$ cat src/rtl/bus_share_arbiter.sv
`timescale 1ns / 1ps
// bus_share_arbiter
// Round-robin owner selection for one shared bus driven by NREQ octal tri-state buffers.
// Each buffer has an active-low output enable. Between two owners the arbiter holds every
// enable high for TURN_CYC cycles. bus_y_o is a muxed copy of the bus for fabrics that
// have no internal tri-states.
//
// Ports:
//   clk_i        system clock, rising edge
//   rst_n        asynchronous active-low reset
//   req_i        level request per source, held for the whole transfer
//   src_data_i   source data, slice i belongs to source i
//   oe_n_o       active-low enable per buffer (G1n/G2n)
//   grant_o      one-hot current owner, zero when the bus floats
//   owner_o      index of the current owner, valid while busy_o
//   busy_o       a source is enabled this cycle
//   bus_y_o      owner's data while busy, PULL_VAL otherwise
//   preempt_o    one-cycle pulse after an owner is released by MAX_HOLD
module bus_share_arbiter #(
    parameter int unsigned   NREQ     = 4,            // 2..8
    parameter int unsigned   DW       = 8,
    parameter int unsigned   TURN_CYC = 1,            // 1..15
    parameter int unsigned   MAX_HOLD = 0,            // 0 = unlimited
    parameter logic [DW-1:0] PULL_VAL = {DW{1'b1}}
) (
    input  logic               clk_i,
    input  logic               rst_n,
    input  logic [NREQ-1:0]    req_i,
    input  logic [NREQ*DW-1:0] src_data_i,
    output logic [NREQ-1:0]    oe_n_o,
    output logic [NREQ-1:0]    grant_o,
    output logic [2:0]         owner_o,
    output logic               busy_o,
    output logic [DW-1:0]      bus_y_o,
    output logic               preempt_o
);

    typedef enum logic [1:0] {StIdle, StOwn, StTurn} state_e;

    localparam int unsigned     HoldW    = 16;
    localparam logic [HoldW-1:0] HoldMax = HoldW'(MAX_HOLD);
    localparam logic [3:0]      TurnInit = 4'(TURN_CYC);
    localparam logic [2:0]      LastIdx  = 3'(NREQ - 1);

    state_e           state_q, state_d;
    logic [2:0]       owner_q, owner_d;
    logic [2:0]       ptr_q, ptr_d;
    logic [HoldW-1:0] hold_q, hold_d;
    logic [3:0]       turn_q, turn_d;
    logic             preempt_q, preempt_d;

    logic [2*NREQ-1:0] req_rot;
    logic              pick_vld;
    logic [2:0]        pick_idx;
    logic [3:0]        pick_sum;
    logic              own_req;
    logic              hold_hit;
    logic [2:0]        ptr_after_owner;

    // Rotate the request vector so bit 0 is the source at the pointer; the first set bit
    // of the rotated vector is the winner, mapped back by adding the pointer mod NREQ.
    always_comb begin
        req_rot  = {req_i, req_i} >> ptr_q;
        pick_vld = 1'b0;
        pick_idx = '0;
        pick_sum = '0;
        for (int unsigned i = 0; i < NREQ; i++) begin
            if (!pick_vld && req_rot[i]) begin
                pick_vld = 1'b1;
                pick_sum = {1'b0, ptr_q} + 4'(i);
                if (pick_sum >= 4'(NREQ)) begin
                    pick_sum = pick_sum - 4'(NREQ);
                end
                pick_idx = pick_sum[2:0];
            end
        end
    end

    assign own_req         = |(req_i & grant_o);
    assign hold_hit        = (MAX_HOLD != 0) && (hold_q >= HoldMax);
    // The released owner becomes lowest priority.
    assign ptr_after_owner = (owner_q == LastIdx) ? 3'd0 : owner_q + 3'd1;

    always_comb begin
        state_d   = state_q;
        owner_d   = owner_q;
        ptr_d     = ptr_q;
        hold_d    = hold_q;
        turn_d    = turn_q;
        preempt_d = 1'b0;
        unique case (state_q)
            StIdle: begin
                if (pick_vld) begin
                    state_d = StOwn;
                    owner_d = pick_idx;
                    hold_d  = HoldW'(1);
                end
            end
            StOwn: begin
                // A dropped request and a hold timeout both release; new requests never
                // take over directly, they wait for the turnaround.
                if (!own_req || hold_hit) begin
                    state_d   = StTurn;
                    ptr_d     = ptr_after_owner;
                    turn_d    = TurnInit;
                    hold_d    = '0;
                    preempt_d = own_req;
                end else if ((MAX_HOLD != 0) && (hold_q < HoldMax)) begin
                    hold_d = hold_q + HoldW'(1);
                end
            end
            StTurn: begin
                // The last dead cycle doubles as the arbitration cycle.
                if (turn_q <= 4'd1) begin
                    if (pick_vld) begin
                        state_d = StOwn;
                        owner_d = pick_idx;
                        hold_d  = HoldW'(1);
                    end else begin
                        state_d = StIdle;
                    end
                    turn_d = '0;
                end else begin
                    turn_d = turn_q - 4'd1;
                end
            end
            default: begin
                state_d = StIdle;
            end
        endcase
    end

    always_ff @(posedge clk_i or negedge rst_n) begin
        if (!rst_n) begin
            state_q   <= StIdle;
            owner_q   <= '0;
            ptr_q     <= '0;
            hold_q    <= '0;
            turn_q    <= '0;
            preempt_q <= 1'b0;
        end else begin
            state_q   <= state_d;
            owner_q   <= owner_d;
            ptr_q     <= ptr_d;
            hold_q    <= hold_d;
            turn_q    <= turn_d;
            preempt_q <= preempt_d;
        end
    end

    // Enables and the muxed bus come only from registered state, so the reset clears
    // every enable without waiting for a clock edge.
    always_comb begin
        busy_o  = (state_q == StOwn);
        grant_o = '0;
        bus_y_o = PULL_VAL;
        for (int unsigned i = 0; i < NREQ; i++) begin
            if (busy_o && (owner_q == 3'(i))) begin
                grant_o[i] = 1'b1;
                bus_y_o    = src_data_i[i*DW +: DW];
            end
        end
    end

    assign oe_n_o    = ~grant_o;
    assign owner_o   = owner_q;
    assign preempt_o = preempt_q;

endmodule

$ cat config.mk
export PLATFORM = sky130hd
export DESIGN_NAME = bus_share_arbiter
export DESIGN_NICKNAME = d
export VERILOG_FILES = /design/src/rtl/bus_share_arbiter.sv
export SDC_FILE = /design/constraint.sdc
export NUM_CORES = 1
export LEC_CHECK = 0
export CAP_MARGIN = 10
export CELL_PAD_IN_SITES_DETAIL_PLACEMENT = 0
export CELL_PAD_IN_SITES_GLOBAL_PLACEMENT = 2
export CORE_MARGIN = 4
export CORE_UTILIZATION = 21
export CTS_CLUSTER_SIZE = 14
export DETAILED_ROUTE_END_ITERATION = 8
export GPL_TIMING_DRIVEN = 1
export PLACE_DENSITY_LB_ADDON = 0.1
export RECOVER_POWER = 100
export SETUP_SLACK_MARGIN = 0.3
export SYNTH_ARGS = -nofsm -noshare
export SYNTH_HDL_FRONTEND = slang
export SYNTH_SLANG_ARGS = --single-unit
$ cat constraint.sdc
create_clock -name clk_i -period 2.8 [get_ports clk_i]
set_clock_uncertainty 0.2 [all_clocks]
set_input_delay 0.7 -clock clk_i [delete_from_list [all_inputs] [get_ports clk_i]]
set_output_delay 0.7 -clock clk_i [all_outputs]
set_load 0.005 [all_outputs]
Word-level counts from Yosys, hierarchy flattened
Cells that the tools add are included.
{ "word_totals": {"input_bits": 38, "output_inout_bits": 21, "reg_bits": 12, "word_cells": 81} }
{ "classes": {"n_mux": 32, "shifts": 1, "order_cmp": 5, "add_sub_neg": 9, "n_eq_ne": 8, "n_reduce_logical": 19, "bitwise": 3} }
{ "op_table": {"columns": ["operator", "count"], "rows": [
  ["3-bit 2-to-1 mux", 11],
  ["8-bit 2-to-1 mux", 4],
  ["4-bit by 3-bit greater-or-equal comparator with 1-bit output (second input constant)", 3],
  ["3-bit subtractor (second input constant)", 4],
  ["1-bit 2-to-1 mux", 9],
  ["3-bit by 2-bit adder with 4-bit output (second input constant)", 2],
  ["4-bit 2-to-1 mux", 2],
  ["4-bit one-hot mux with 2 select lines", 1],
  ["8-bit by 3-bit right shift with 4-bit output", 1],
  ["1-bit logical AND", 7],
  ["3-bit by 2-bit == test with 1-bit output (second input constant)", 2],
  ["2-bit 2-to-1 mux", 3],
  ["2-bit inequality test (second input constant)", 3],
  ["2-bit one-hot mux with 3 select lines", 1],
  ["3-bit one-hot mux with 2 select lines", 1],
  ["2-bit AND reduction", 3],
  ["3-bit by 1-bit adder with 4-bit output (second input constant)", 1],
  ["4-bit AND", 1],
  ["4-bit by 1-bit less-or-equal comparator with 1-bit output (second input constant)", 1],
  ["4-bit NOT", 1],
  ["2-bit nonzero test", 2],
  ["4-bit OR reduction", 1],
  ["4-bit by 1-bit subtractor with 4-bit output (second input constant)", 1],
  ["3-bit by 1-bit adder with 3-bit output (second input constant)", 1],
  ["other kinds (9)", 11]
]} }

Logic depth before layout (Yosys ltp)
Gate-level depths: netlist of run 1.
{ "logic_depth": {"depth_word": 14, "mapped_depth": 9} }

Least setup slack after synthesis of run 1
OpenSTA, ideal clock, no wires.
{ "synth_timing": {"path_type": "reg-to-output", "from": "register owner_q[0], in the netlist owner_o[0]", "to": "output bus_y_o[0]", "slack_ps": 281, "t_arrival_ps": 1619, "t_required_ps": 1900, "path_stages_with_launch": 9, "path_cell_list": "dfrtp_1 -> inv_1 -> ha_1 -> and4bb_2 -> nand2b_1 -> clkbuf_1 -> o22ai_1 -> o211ai_1 -> o21a_1"} }
{ "synth_between": {"elab_chain_len": 6, "word_cells_on_any_way": 12, "cone_classes": "3 x eq/ne; 4 x mux; 5 x reduce/logical"} }
{ "synth_rtl": {"columns": ["item", "line", "text"], "rows": [
  ["from (decl)", "46", "logic [2:0] owner_q, owner_d;"],
  ["from (signal assigned)", "143", "owner_q <= owner_d;"],
  ["3-bit logical NOT", "158", "if (busy_o && (owner_q == 3'(i))) begin"],
  ["1-bit logical AND", "158", null],
  ["8-bit 2-to-1 mux (3 in a row)", "158", null],
  ["8-bit 2-to-1 mux (*)", "158", null],
  ["to (decl)", "34", "output logic [DW-1:0] bus_y_o,"]
]} }
Every way passes the cells marked *; elsewhere a longest branch is shown, timed or not.

Worst setup path after layout of run 1
{ "layout_timing": {"from": "register owner_q[0], in the netlist owner_o[0]", "to": "output bus_y_o[4]"} }
The elaborated chain is that of the path after synthesis.

==> summary.md, run 1 <==
| Metric | Value |
|---|---|
| Compound-Gate Fraction of Synth Area | `30.33%` |
| Period Utilization, post-route | `99.01%` |
| Clock power share | `8.4%` |
| Sequential fraction of the synthesis area | `25.72%` |
| Max Root-Sink Buffers | `2` |
| Synth unique cells | `47` |
| Post-Synth XOR/XNOR Area | `0%` |
| Part of the power in combinational logic | `77.3%` |
| Chip height | `82.56 um` |
| Total CTS buffers | `3` |
| WS Path Type | `flop to output port` |
| FP Rows | `26` |
| Vias in the first global route | `1,492` |
| DR iter-0 viols | `55` |
| Routability Congestion | `0.7737` |
| Internal | `0.001395 W` |
| First-pass iteration count of the detailed router | `4` |
| RSZ-0062 raised after global routing | `true` |
| Hold path depth | `1` |
| Max Clk Rate | `0.3607 GHz` |
| I/O pin count | `59` |
| Clk_lat worst skew | `240 ps` |
| Worst setup SP type | `flop` |
| Via count | `1,475` |
| Chip Width | `82.56 um` |
| Multi-input logic area | `957.2 um^2` |
| Final setup margin | `27.62 ps` |
| P per Cell Area | `914.0 nW/um^2` |
| Antenna diode count | `0` |
| Largest family of logic cells by synthesized area | `compound AO/OA/AOI/OAI gates` |
| Worst slack, placed | `-175.3 ps` |
| Drt wl/cell | `15.34 um` |
| Finished Cell Area | `2514 um^2` |
| Non-Filler Instances | `314` |
| Peak VDD IR | `0.5895 mV` |
| HP Class | `flop to flop` |
| Gate Count Post-Synth | `145` |
| Post-synth EDFFs | `0` |
| Adder-cell area share of the yosys netlist | `7.503%` |
| DR vias/cell | `4.697` |
| Mean Syn Cell Area | `8.051 um^2` |
| CP max FO | `4` |
| Root Driver | `clkbuf_8` |
| Endpoints failing setup | `0` |
| Total leakage power | `1.062 nW` |
| H-tree depth | `1` |
| Sw frac | `39.26%` |
| Grt met1 use | `14.76%` |
| Commonest non-fill, non-tap cell in the layout | `clkdlybuf4s50_1` |
| Reg power frac | `14.3%` |
| Total gr overflow | `0` |
| WHS | `290.4 ps` |
| Post-synthesis mux area share | `5.359%` |
| Initial core utilization | `22.29%` |
| # port buffers | `57` |
| FF/Latch Area | `300.3 um^2` |
| Critical Path RT | `1900 ps` |
| Final HPWL DP | `3367 um` |
| GRT Resource Usage Total | `13.60%` |
| Area growth from synthesis to layout | `115.3%` |
| Yosys warns | `0` |
| Worst setup EP type | `output port` |
| First-pass GRT wire length | `7169 um` |
| Layout net count | `290` |
| CTS tree | `built` |
| Main synth FF type | `dfrtp_1` |
| Die footprint | `6816 um^2` |
| Fin. Hold Viols | `0` |
| Min Tclk post-route | `2772 ps` |
| Antenna Nets Post-Route | `0` |
| Worst-path clk slew | `60 ps` |
| CP Data Arrival Time | `1870 ps` |
| Placed Area | `1993 um^2` |
| Post-Synthesis Cell Area | `1167 um^2` |
| Slew @ Worst Pin | `593.1 ps` |
| Post-CTS Hold Buffers | `0` |
| Share of cells above drive strength 1 | `39.75%` |
| Status | `completed` |
| Grt peak-use layer | `met2` |
| R2r worst-path depth | `12` |
| DRC viols | `0` |
| Pin count of the biggest net entering global routing | `17` |
| Initial antenna violation count | `0` |
| Register-to-register setup slack | `160 ps` |
| Met2 GRT Util | `27.32%` |
| Cells after DPL | `286` |
| Most frequent cells in the layout | `clkdlybuf4s50_1, buf_4, buf_6` |
| FFs w/ async S/R, synth | `100.0%` |
| Met3 Usage GRT | `3.145%` |
| Max_cap viols | `0` |
| Detailed Route WL | `4818 um` |
| Slew Limit Fails | `0` |
| Synth Register Bits | `12` |
| Simple-Gate Fraction of Synth Area | `22.62%` |
| FILL cells | `515` |
| Max-slew headroom | `60.33%` |
| Sw Pwr | `0.0009020 W` |
| Clock Sinks | `12` |
| Core area | `5238 um^2` |
| Net Count, Synth | `190` |
logic make-up (layout without fill, tap and decap cells):
logic type	count (synthesis)	after routing
other	1	1
and+or+nand+nor	45	45
AOI/OAI and AO/OA	52	52
adders and majority gates	7	7
DFF	12	12
buffers and inverters	22	121
muxes	6	6
routing by layer:
metal | vias up | share of wire (%)
li1 | 736 | -
met1 | 693 | 41
met2 | 44 | 52
met3 | 2 | 6.4
met4 | 0 | 0.19
met5 | - | 0
path summary, 6_finish.rpt:
check,start,endpoint
worst max-delay path,owner_o[0]$_DFFE_PN0P_,bus_y_o[4]
worst min-delay path,turn_q[3]$_DFFE_PN0P_,turn_q[3]$_DFFE_PN0P_
worst max register to register,owner_o[0]$_DFFE_PN0P_,ptr_q[0]$_DFFE_PN0P_
worst min register to register,turn_q[3]$_DFFE_PN0P_,turn_q[3]$_DFFE_PN0P_
max in group asynchronous,rst_n,owner_o[1]$_DFFE_PN0P_
min in group asynchronous,rst_n,turn_q[1]$_DFFE_PN0P_
state kept, by name, summed over array words and instances, names as in the netlist:
name / count
ptr_q: 3
turn_q: 4
owner_o: 3
state_q: 2
repair_timing:
item / CTS / global route
resized for setup: 67 / 43
cloned: 2 / 2
pin swaps: 12 / 24
setup buffers: 8 / 12
setup endpoints to repair: 17 / 18
stage by stage:
step | total power (W) | util, % | TNS (ps)
finish | 0.002298 | 47.99 | 0
global route | 0.002484 | 47.99 | -334.0
CTS | 0.002000 | 42.71 | 0
detailed placement | 0.001658 | 38.06 | -1120
global placement | 0.001633 | 38.06 | -1019
floorplan | 0.0009702 | - | 0
worst max-delay path: stages (launching register included):
cell and delay [ps]:
dfrtp_1 370, inv_2 70, buf_6 110, ha_4 140, and4bb_4 240, buf_12 140
clkbuf_16 140, o211ai_1 190, o21a_1 140, buf_2 100
Yosys cell counts, drive strengths merged (2+ instances only):
cell	instances	area (um^2)
inv	11	41.29
nand2b	3	18.77
o22ai	9	56.30
nor3	2	10.01
o31ai	3	22.52
mux2	2	22.52
dfrtp	12	300.3
nor2	3	11.26
ha	7	87.58
nand2	17	63.81
a21o	2	15.01
and4bb	3	37.53
nand3	4	25.02
nor2b	3	18.77
o211ai	10	75.07
buf	4	27.52
clkbuf	6	22.52
a21oi	3	15.01
a31oi	2	12.51
o21a	8	60.06
o21ai	9	45.04
mux2i	4	40.04
power groups by stage:
| stage | combinational (W) | clock (W) | sequential [W] |
|---|---|---|---|
| 6_report | 0.00178 | 0.000193 | 0.000328 |
| 5_1_grt | 0.00193 | 0.000207 | 0.000346 |
| 4_1_cts | 0.00148 | 0.000197 | 0.000325 |
| 3_5_place_dp | 0.00133 | 0 | 0.000325 |
| 3_3_place_gp | 0.00131 | 0 | 0.000323 |
| 2_1_floorplan | 0.000678 | 0 | 0.000292 |
final cells by class:
class / instances / area share [%]
Sequential cell: 12 / 11.95
Clock buffer: 4 / 2.190
Multi-Input combinational cell: 111 / 38.08
Tap cell: 70 / 3.484
Inverter: 12 / 1.891
Timing Repair Buffer: 105 / 42.41
(Power assumes the default switching activity.)
==> run 2: changes to the inputs <==
--- a/config.mk
+++ b/config.mk
@@ -13,7 +13,7 @@
 export CTS_CLUSTER_SIZE = 14
 export DETAILED_ROUTE_END_ITERATION = 8
 export GPL_TIMING_DRIVEN = 1
-export PLACE_DENSITY_LB_ADDON = 0.1
+export PLACE_DENSITY_LB_ADDON = 0.2
 export RECOVER_POWER = 100
 export SETUP_SLACK_MARGIN = 0.3
 export SYNTH_ARGS = -nofsm -noshare
==> run 2 against run 1 <==
  * Via count is 1.8% lower
  * Non-clock buffer count down 7
  * Register-to-register slack improved by 60 ps
  * Critical path depth stayed put
  * Core utilization shrank 4.5 points
  * Die area is the same
  * Critical endpoint is now bus_y_o[3]
  * First-iteration DRC count is 49% lower
  * Maximum frequency rose by 3.4%
  * Clock-buffer cell count did not move
  * Combinational power is 16% lower
  * Global-route usage decreased by 0.58 points
  * Sequential power is 5% lower
==> summary.md, run 2 (synthesis gave the netlist of run 1 again) <==
| Metric | Value |
|---|---|
| Max-slew headroom | `63.47%` |
| Root Driver | `clkbuf_8` |
| Min Tclk post-route | `2682 ps` |
| Cell family with most CP delay | `flip-flops` |
| Layout net count | `283` |
| Clk_lat worst skew | `250 ps` |
| Antenna diode count | `0` |
| Chip height | `82.56 um` |
| Finished Cell Area | `2276 um^2` |
| Final HPWL DP | `3141 um` |
| Worst setup EP type | `output port` |
| GRT Resource Usage Total | `13.03%` |
| Fin. Hold Viols | `0` |
| DR vias/cell | `4.720` |
| Slew Limit Fails | `0` |
| Endpoints failing setup | `0` |
| # port buffers | `57` |
| CTS tree | `built` |
| Status | `completed` |
| Worst-path clk slew | `60 ps` |
| Detailed Route WL | `4499 um` |
| Chip Width | `82.56 um` |
| Share of cells above drive strength 1 | `34.60%` |
| Placed Area | `1991 um^2` |
| WS Path Type | `flop to output port` |
| Drt wl/cell | `14.65 um` |
| Non-Filler Instances | `307` |
| Total gr overflow | `0` |
| Die footprint | `6816 um^2` |
| Peak VDD IR | `0.4034 mV` |
| Crit-path cells | `inv_2, ha_4, and4bb_1, nand2b_2, buf_6, o22ai_2, o211ai_1, o21a_1, buf_2` |
| Pin count of the biggest net entering global routing | `13` |
| Register-to-register setup slack | `220 ps` |
| Critical Path RT | `1900 ps` |
| Total CTS buffers | `3` |
| Via count | `1,449` |
| Commonest non-fill, non-tap cell in the layout | `clkdlybuf4s50_1` |
| Routability Congestion | `0.7741` |
| CP Data Arrival Time | `1780 ps` |
| Max_cap viols | `0` |
| First-pass iteration count of the detailed router | `4` |
| Post-CTS Hold Buffers | `0` |
| Period Utilization, post-route | `95.79%` |
| Worst setup SP type | `flop` |
| Max reg flops | `4` |
| DR iter-0 viols | `28` |
| Top reg by flops | `turn_q` |
| DRC viols | `0` |
| Cells after DPL | `289` |
| P per Cell Area | `881.3 nW/um^2` |
| Clock Sinks | `12` |
| Total leakage power | `0.9600 nW` |
| Slowest CP cell | `dfrtp_1` |
| Initial core utilization | `22.29%` |
| Max Root-Sink Buffers | `2` |
| Core area | `5238 um^2` |
| I/O pin count | `59` |
| Max Clk Rate | `0.3728 GHz` |
| Most frequent cells in the layout | `clkdlybuf4s50_1, buf_6, buf_4` |
| Slew @ Worst Pin | `546.2 ps` |
| H-tree depth | `1` |
| First-pass GRT wire length | `7072 um` |
| Area growth from synthesis to layout | `94.96%` |
| CP bufs+invs | `3` |
| HP Class | `flop to flop` |
| CP max FO | `4` |
| FP Rows | `26` |
| FILL cells | `517` |
| RSZ-0062 raised after global routing | `true` |
| CP max stage delay | `380 ps` |
| Vias in the first global route | `1,523` |
| Antenna Nets Post-Route | `0` |
| Initial antenna violation count | `0` |
[run 2: path summary, 6_finish.rpt]
kind,startpoint,endpoint,cells past startpoint
setup / recovery,owner_o[1]$_DFFE_PN0P_,bus_y_o[3],9
hold / removal,turn_q[3]$_DFFE_PN0P_,turn_q[3]$_DFFE_PN0P_,1
setup reg to reg,owner_o[1]$_DFFE_PN0P_,ptr_q[1]$_DFFE_PN0P_,9
hold reg to reg,turn_q[3]$_DFFE_PN0P_,turn_q[3]$_DFFE_PN0P_,1
max in group asynchronous,rst_n,turn_q[3]$_DFFE_PN0P_,1
min in group asynchronous,rst_n,ptr_q[1]$_DFFE_PN0P_,1
[run 2: routing by layer]
layer | part of all wire [%] | GRT usage [%]
met1 | 43 | 15.64
met2 | 47 | 23.40
met3 | 9.1 | 2.711
met4 | 0.84 | 3.431
met5 | 0 | 0
[run 2: cell type report]
cell class | count | area, um^2 | area share, %
Clock buffer | 4 | 55.05 | 2.419
Inverter | 12 | 48.80 | 2.144
Multi-Input combinational cell | 111 | 888.4 | 39.03
Sequential cell | 12 | 300.3 | 13.19
Tap cell | 70 | 87.58 | 3.848
Timing Repair Buffer | 98 | 895.9 | 39.36
[run 2: report_power, final]
group / total (W) / switching [W] / internal, W
Clock: 0.000198 / 0.0000731 / 0.000125
Sequential: 0.000310 / 0.0000733 / 0.000237
Combinational: 0.00150 / 0.000661 / 0.000837
[run 2: what timing repair did]
action	4_1_cts	5_1_grt
hold endpoints to repair	0	0
buffers inserted	6	3
gates cloned	4	1
resized for setup	95	19
pin swaps	16	11
endpoints found under the setup margin	16	18
[run 2: worst register-to-register path, delay by kind of cell, from the launching register on]
family	cells	cell delay, ps
fa+ha+maj	1	150
buf+inv	4	740
simple gates	2	480
compound gates	2	520
flops	1	400
[run 2: per-stage QoR]
step	TNS [ps]	worst slack (ps)	hold slack, ps	utilization (%)	power, W
after floorplan	0	340.5	204.4	-	0.0009702
after global placement	-1047	-150.7	278.7	38.01	0.001627
after detailed placement	-1129	-164.6	297.1	38.01	0.001641
after CTS	0	95.55	305.7	43.00	0.002000
after global routing	0	6.844	345.2	43.45	0.002187
final	0	117.9	303.8	43.45	0.002006
